===== config.mk =====
export PLATFORM = sky130hd
export DESIGN_NAME = dotmatrix_rx
export DESIGN_NICKNAME = d
export VERILOG_FILES = /design/src/rtl/dotmatrix_rx.sv
export SDC_FILE = /design/constraint.sdc
export NUM_CORES = 1
export LEC_CHECK = 0
export CAP_MARGIN = 20
export CORE_ASPECT_RATIO = 1.4
export CORE_UTILIZATION = 50
export DETAILED_ROUTE_END_ITERATION = 10
export PLACE_DENSITY = 0.67
export SLEW_MARGIN = 30
export SYNTH_ARGS = -nofsm -noshare
export SYNTH_HDL_FRONTEND = slang
export SYNTH_SLANG_ARGS = --single-unit

===== constraint.sdc =====
create_clock -name clk -period 5.8 [get_ports clk]
set_clock_uncertainty 0.15 [all_clocks]
set_input_delay 1.45 -clock clk [delete_from_list [all_inputs] [get_ports clk]]
set_output_delay 1.45 -clock clk [all_outputs]
set_load 0.01 [all_outputs]

===== src/rtl/dotmatrix_rx.sv =====
// Dot-matrix display snooper: synchronizes the row/column shift interface of a
// display driver and turns each lit row into a {row_idx, row_data} record.
module dotmatrix_rx #(
   parameter int unsigned SYNC_STAGES = 2
) (
   input  logic        clk,
   input  logic        reset,
   input  logic        rclk,
   input  logic        rsdi,
   input  logic        oeb,
   input  logic        csdi,
   input  logic        cclk,
   input  logic        le,
   output logic        row_valid,
   input  logic        row_ready,
   output logic [4:0]  row_idx,
   output logic [31:0] row_data,
   output logic [7:0]  frame_count,
   output logic        err_onehot,
   output logic        overflow
);

   typedef enum logic [1:0] {
      S_IDLE  = 2'd0,
      S_ARMED = 2'd1,
      S_EMIT  = 2'd2
   } state_t;

   // Synchronizer bit order: {le, csdi, cclk, oeb, rsdi, rclk}; oeb idles high.
   localparam logic [5:0] SYNC_INIT = 6'b000100;
   localparam logic [3:0] PREV_INIT = 4'b0010;

   logic [5:0]  sync_q [SYNC_STAGES];
   logic [5:0]  sync_w;
   logic [3:0]  prev_q;
   logic        rclk_rise, oeb_fall, cclk_rise, le_rise;

   logic [31:0] col_sr_q, col_sr_d;
   logic [31:0] col_lat_q, col_lat_d;
   logic [31:0] row_sr_q, row_sr_d;

   state_t      state_q, state_d;
   logic        push, err_set, row_onehot, xfer;
   logic [4:0]  row_pos;

   logic        valid_q, valid_d;
   logic [4:0]  idx_q, idx_d;
   logic [31:0] data_q, data_d;
   logic [7:0]  frame_q, frame_d;
   logic        err_q, err_d;
   logic        ovf_q, ovf_d;

   always_ff @(posedge clk or negedge reset) begin
      if (!reset) begin
         for (int unsigned i = 0; i < SYNC_STAGES; i++) sync_q[i] <= SYNC_INIT;
         prev_q <= PREV_INIT;
      end else begin
         sync_q[0] <= {le, csdi, cclk, oeb, rsdi, rclk};
         for (int unsigned i = 1; i < SYNC_STAGES; i++) sync_q[i] <= sync_q[i-1];
         prev_q <= {sync_w[5], sync_w[3], sync_w[2], sync_w[0]};
      end
   end

   assign sync_w    = sync_q[SYNC_STAGES-1];
   assign rclk_rise =  sync_w[0] & ~prev_q[0];
   assign oeb_fall  = ~sync_w[2] &  prev_q[1];
   assign cclk_rise =  sync_w[3] & ~prev_q[2];
   assign le_rise   =  sync_w[5] & ~prev_q[3];

   // Latch takes the shifted value so a coincident cclk/le edge captures the new bit.
   always_comb begin
      col_sr_d  = col_sr_q;
      col_lat_d = col_lat_q;
      row_sr_d  = row_sr_q;
      if (cclk_rise) col_sr_d = {col_sr_q[30:0], sync_w[4]};
      if (le_rise)   col_lat_d = col_sr_d;
      if (rclk_rise) row_sr_d = {row_sr_q[30:0], sync_w[1]};
   end

   assign row_onehot = (row_sr_q != '0) && ((row_sr_q & (row_sr_q - 32'd1)) == '0);

   always_comb begin
      row_pos = '0;
      for (int unsigned i = 0; i < 32; i++) begin
         if (row_sr_q[i]) row_pos = 5'(i);
      end
   end

   always_ff @(posedge clk or negedge reset) begin
      if (!reset) state_q <= S_IDLE;
      else        state_q <= state_d;
   end

   always_comb begin
      state_d = state_q;
      push    = 1'b0;
      err_set = 1'b0;
      unique case (state_q)
         S_IDLE:  if (le_rise)  state_d = S_ARMED;
         S_ARMED: if (oeb_fall) state_d = S_EMIT;
         S_EMIT: begin
            state_d = S_IDLE;
            if (row_onehot) push    = 1'b1;
            else            err_set = 1'b1;
         end
         default: state_d = S_IDLE;
      endcase
   end

   assign xfer = valid_q & row_ready;

   always_comb begin
      valid_d = valid_q;
      idx_d   = idx_q;
      data_d  = data_q;
      frame_d = frame_q;
      ovf_d   = ovf_q;
      err_d   = err_q | err_set;
      if (push && (!valid_q || xfer)) begin
         valid_d = 1'b1;
         idx_d   = row_pos;
         data_d  = col_lat_q;
         if (row_pos == 5'd31) frame_d = frame_q + 8'd1;
      end else if (push) begin
         ovf_d = 1'b1;
      end else if (xfer) begin
         valid_d = 1'b0;
      end
   end

   always_ff @(posedge clk or negedge reset) begin
      if (!reset) begin
         col_sr_q  <= '0;
         col_lat_q <= '0;
         row_sr_q  <= '0;
         valid_q   <= 1'b0;
         idx_q     <= '0;
         data_q    <= '0;
         frame_q   <= '0;
         err_q     <= 1'b0;
         ovf_q     <= 1'b0;
      end else begin
         col_sr_q  <= col_sr_d;
         col_lat_q <= col_lat_d;
         row_sr_q  <= row_sr_d;
         valid_q   <= valid_d;
         idx_q     <= idx_d;
         data_q    <= data_d;
         frame_q   <= frame_d;
         err_q     <= err_d;
         ovf_q     <= ovf_d;
      end
   end

   assign row_valid   = valid_q;
   assign row_idx     = idx_q;
   assign row_data    = data_q;
   assign frame_count = frame_q;
   assign err_onehot  = err_q;
   assign overflow    = ovf_q;

endmodule


Yosys cells after proc, flatten, opt, wreduce, memory -nomap -nowiden
Cells that the tools add are included.

storage, ports and cells
  word-level logic and storage cells = 87
  register bits = 162

operators by class
  reduce and logical (&&, ||, !) cells = 12
  bitwise logic cells = 12
  add/subtract/negate cells = 2
  mux-type cells = 42
  equality and inequality tests = 6

operators by type and width
  cell                     count
  $mux W5                  30
  $and A32 B32 Y32         1
  $logic_not A32 Y1        1
  $mux W32                 1
  $reduce_bool A32 Y1      1
  $sub A32 B1 Y32 const B  1
  $add A8 B1 Y8 const B    1
  $mux W1                  8
  $reduce_and A2 Y1        4
  $and A1 B1 Y1            5
  $eq A5 B5 Y1 const B     1
  $not A1 Y1               5
  $mux W2                  2
  $ne A2 B2 Y1 const B     2
  $pmux W2 S2              1
  $eq A2 B1 Y1 const B     1
  $eq A2 B2 Y1 const B     1
  $logic_and A1 B1 Y1      2
  $logic_not A2 Y1         1
  $ne A2 B1 Y1 const B     1
  $reduce_bool A2 Y1       1
  $logic_not A1 Y1         1
  $logic_or A1 B1 Y1       1
  $or A1 B1 Y1             1

Longest topological paths before layout
  depth in word-level cells = 33
  gate-level depth with buffers = 11

Worst setup path after synthesis
Ideal clock, no wire load.

  path type = reg-to-reg
  start point = register row_sr_q[16]
  end point = register data_q[10] (netlist: row_data[10])
  data required time = 5.525 ns
  buffers on the path = 2
  data arrival time = 2.596 ns
  cell stages (with the launch flop) = 11
  setup slack = 2.929 ns
  period minus slack after synthesis = 2.871 ns
  cell sequence = dfrtp_1 -> or4_4 -> nor4_2 -> nand3_1 -> nor4_2 -> o221a_2 -> nand2_2 -> nor4b_2 -> buf_6 -> buf_12 -> mux2_4

between the ends
  word-level cells in the longest chain between the ends = 7

ends and longest elaborated chain
  item                    line  text
  from (decl)             40    logic [31:0] row_sr_q, row_sr_d;
  from (signal assigned)  145   row_sr_q <= row_sr_d;
  $sub A32 B1 Y32         80    assign row_onehot = (row_sr_q != '0) && ((row_sr_q & (row_sr_q - 32'd1)) == '0);
  $and A32 B32 Y32        80
  $logic_not A32 Y1       80
  $logic_and A1 B1 Y1 *   80
  $mux W1 *               103   if (row_onehot) push = 1'b1;
  $mux W1 *               98    unique case (state_q)
  $logic_and A1 B1 Y1 *   119   if (push && (!valid_q || xfer)) begin
  to (signal assigned)    148   data_q <= data_d;
  to (decl)               48    logic [31:0] data_q, data_d;

Mark *: on every way between the ends. The rest lies on a longest branch, timed or not.
A chain may end at the register's enable or synchronous reset.

Worst setup path after layout
  start point = register row_sr_q[7]
  end point = register data_q[4] (netlist: row_data[4])

Same word-level chain as after synthesis.

==> impl_metrics.env <==
export IMPL_hold_class="reg -> reg"
export IMPL_p_sw_mw=0.8966
export IMPL_fmax_mhz=291.4
export IMPL_layout_common_cells="dfrtp_1, mux2_2, clkdlybuf4s50_1, mux2_4, nor2_1"
export IMPL_grt_usage_pct=18.36
export IMPL_clk_pin_slew_ps=60
export IMPL_p_leak_nw=3.685
export IMPL_hpwl_um=7467
export IMPL_p_comb_share_pct=19.3
export IMPL_p_per_area_nw_per_um2=392.3
export IMPL_synth_enable_flop_cells=0
export IMPL_crit_fanout=37
export IMPL_end_kind="register"
export IMPL_worstPathRequired_ps=5960
export IMPL_syn_to_final_growth_pct=18.25
export IMPL_yosysUniqueCellTypes=55
export IMPL_cp_start_kind="register"
export IMPL_finalWirelength_um=11480
export IMPL_stdcell_area_um2=8016
export IMPL_drc=0
export IMPL_power_mw=3.145
export IMPL_synthArstFlopShare_pct=100.0
export IMPL_path_class="reg -> reg"
export IMPL_pin_count=57
export IMPL_netlist_area_um2=6779
export IMPL_grt_pass1_wl_um=19710
export IMPL_core_um2=13330
export IMPL_fillers=1051
export IMPL_final_antenna_net_count=0
export IMPL_avgSynthCellArea_um2=14.09
export IMPL_grt_pass1_vias=4000
export IMPL_tritoncts="done"
export IMPL_pwr_share_seq_pct=47.0
export IMPL_nNetsFinal=545
export IMPL_gr_total_overflow=0
export IMPL_die_area_um2=14030
export IMPL_worstSkewPairLatency_ps=430
export IMPL_htreeDepth=4
export IMPL_arrival_ps=3590
export IMPL_clockBufferDepth=2
export IMPL_setup_viol=0
export IMPL_drv_slew=0
export IMPL_post_route_min_period_ps=3432
export IMPL_postCtsHoldBufs=0
export IMPL_syn_inst=481
export IMPL_cts_setup_buffers=0
export IMPL_synth_nets=491
export IMPL_synth_seq_cells=162
export IMPL_drt_iter0_markers=138
export IMPL_yosys_most_used_dff="dfrtp_1"
export IMPL_setup_tns_ps=0
export IMPL_start_util_pct=50.87
export IMPL_ir_drop_uv=253.8
export IMPL_clock_tree_root_cell="clkbuf_16"
export IMPL_n_antenna_cell=0
export IMPL_grt_start_max_net_pins=71
export IMPL_ys_seq_area_share_pct=59.86
export IMPL_status="finished clean"
export IMPL_intPower_mw=2.248
export IMPL_maxCapViolCount=0
export IMPL_max_slew_margin_rel_pct=55.06
export IMPL_routed_via_density=5.392
export IMPL_yosys_warnings=0
export IMPL_drive_gt1_share_pct=34.31
export IMPL_post_route_period_util_pct=59.17
export IMPL_place_congestion=0.8263
export IMPL_rows=50
export IMPL_final_common_cell="dfrtp_1"
export IMPL_hold_violations=0
export IMPL_switching_share_pct=28.51
export IMPL_tightestPinTransition_ps=674.0
export IMPL_die_x_um=100.4
export IMPL_wl_per_cell_um=15.72
export IMPL_placed_area_um2=7447
export IMPL_cts_buffers=17
export IMPL_hold_worst_slack_ps=198.5
export IMPL_cts_resized=0
export IMPL_rsz0062_at_grt="false"
export IMPL_routed_via_count=3936
export IMPL_clkSinkCount=162
export IMPL_clock_power_share_pct=33.7
export IMPL_antenna_found_initial=0
export IMPL_io_buffers=56
export IMPL_firstDrtPassIters=5
export IMPL_chipHeight_um=139.8
[power by group through the flow]
| stage | combinational (mW) | sequential [mW] | clock (mW) |
|---|---|---|---|
| final | 0.608 | 1.48 | 1.06 |
| after global routing | 0.672 | 1.51 | 1.15 |
| after CTS | 0.613 | 1.48 | 1.09 |
| after detailed placement | 0.606 | 1.49 | 0 |
| after global placement | 0.595 | 1.48 | 0 |
| after floorplan | 0.436 | 1.45 | 0 |
[cells by family after synthesis]
logic type / count (synthesis) / synth area share (%)
compound gates: 52 / 4.780
flops: 162 / 59.86
fa+ha+maj: 3 / 0.4799
xor+xnor: 7 / 0.9044
buf+inv: 33 / 2.953
simple gates: 96 / 8.103
mux: 128 / 22.92
[Yosys cell counts (all sizes together) (3+ instances only)]
library cell / count / area, um2
or4: 3 / 30.03
and3: 4 / 26.28
nand2: 15 / 58.81
xnor2: 6 / 52.55
o21ai: 19 / 95.09
nor3: 14 / 75.07
nand2b: 5 / 31.28
nand4: 4 / 25.02
clkbuf: 15 / 56.30
buf: 12 / 121.4
dfrtp: 159 / 3979
inv: 6 / 22.52
dfstp: 3 / 78.83
a21oi: 14 / 70.07
nand3: 5 / 35.03
or3: 3 / 20.02
nor2: 27 / 103.9
nor4: 10 / 96.35
mux2: 128 / 1554
[state kept, by name (all words and copies together), names as in the netlist]
register	cells
col_lat_q	32
col_sr_q	32
row_data	32
row_sr_q	32
frame_count	8
sync_q	6
sync_w	6
row_idx	5
prev_q	4
state_q	2
err_onehot	1
overflow	1
row_valid	1
[area by class of cell]
type | count | area [um2] | share of cell area [%]
Sequential cell | 162 | 4058 | 50.62
Tap cell | 182 | 227.7 | 2.841
Clock inverter | 14 | 130.1 | 1.623
Inverter | 6 | 22.52 | 0.2809
Multi-Input combinational cell | 286 | 2532 | 31.59
Clock buffer | 18 | 439.2 | 5.478
Timing Repair Buffer | 62 | 606.8 | 7.570
[critical path, cell delays in order (launching register included)]
cell	delay [ps]
dfrtp_1	480
nor4_4	420
nand3_2	190
o41ai_1	340
o2111ai_1	180
nor3_2	170
nand2_2	110
nor4b_4	270
buf_4	590
mux2_2	410
[final timing paths]
| kind | from | cells past startpoint | end | slack (ps) |
|---|---|---|---|---|
| worst max-delay path | row_sr_q[7]$_DFFE_PN0P_ | 9 | row_data[4]$_DFFE_PN0P_ | 2370 |
| worst max register to register | row_sr_q[7]$_DFFE_PN0P_ | 9 | row_data[4]$_DFFE_PN0P_ | 2370 |
| max in group asynchronous | reset | 2 | col_sr_q[18]$_DFF_PN0_ | 3490 |
| min in group asynchronous | reset | 1 | row_data[19]$_DFFE_PN0P_ | 880 |
| worst min-delay path | sync_q[9]$_DFF_PN0_ | 0 | sync_w[3]$_DFF_PN0_ | 200 |
| worst min register to register | sync_q[9]$_DFF_PN0_ | 0 | sync_w[3]$_DFF_PN0_ | 200 |
[routing by layer]
| metal | up-vias | routed length, um | global-route usage (%) |
|---|---|---|---|
| met5 | - | 0 | 0 |
| met4 | 0 | 211 | 7.018 |
| met2 | 81 | 6029 | 31.04 |
| met3 | 17 | 379 | 5.977 |
| met1 | 2005 | 4855 | 21.51 |
| li1 | 1833 | - | - |
[through the flow]
step | worst slack (ps) | util (%) | instances
6_report | 2368 | 60.16 | 730
3_3_place_gp | 2216 | 55.89 | 698
5_1_grt | 2039 | 60.16 | 730
3_5_place_dp | 2176 | 55.89 | 698
4_1_cts | 2357 | 60.16 | 730
2_1_floorplan | 2929 | - | 481
Note: power is estimated with default switching activity, not from simulation.
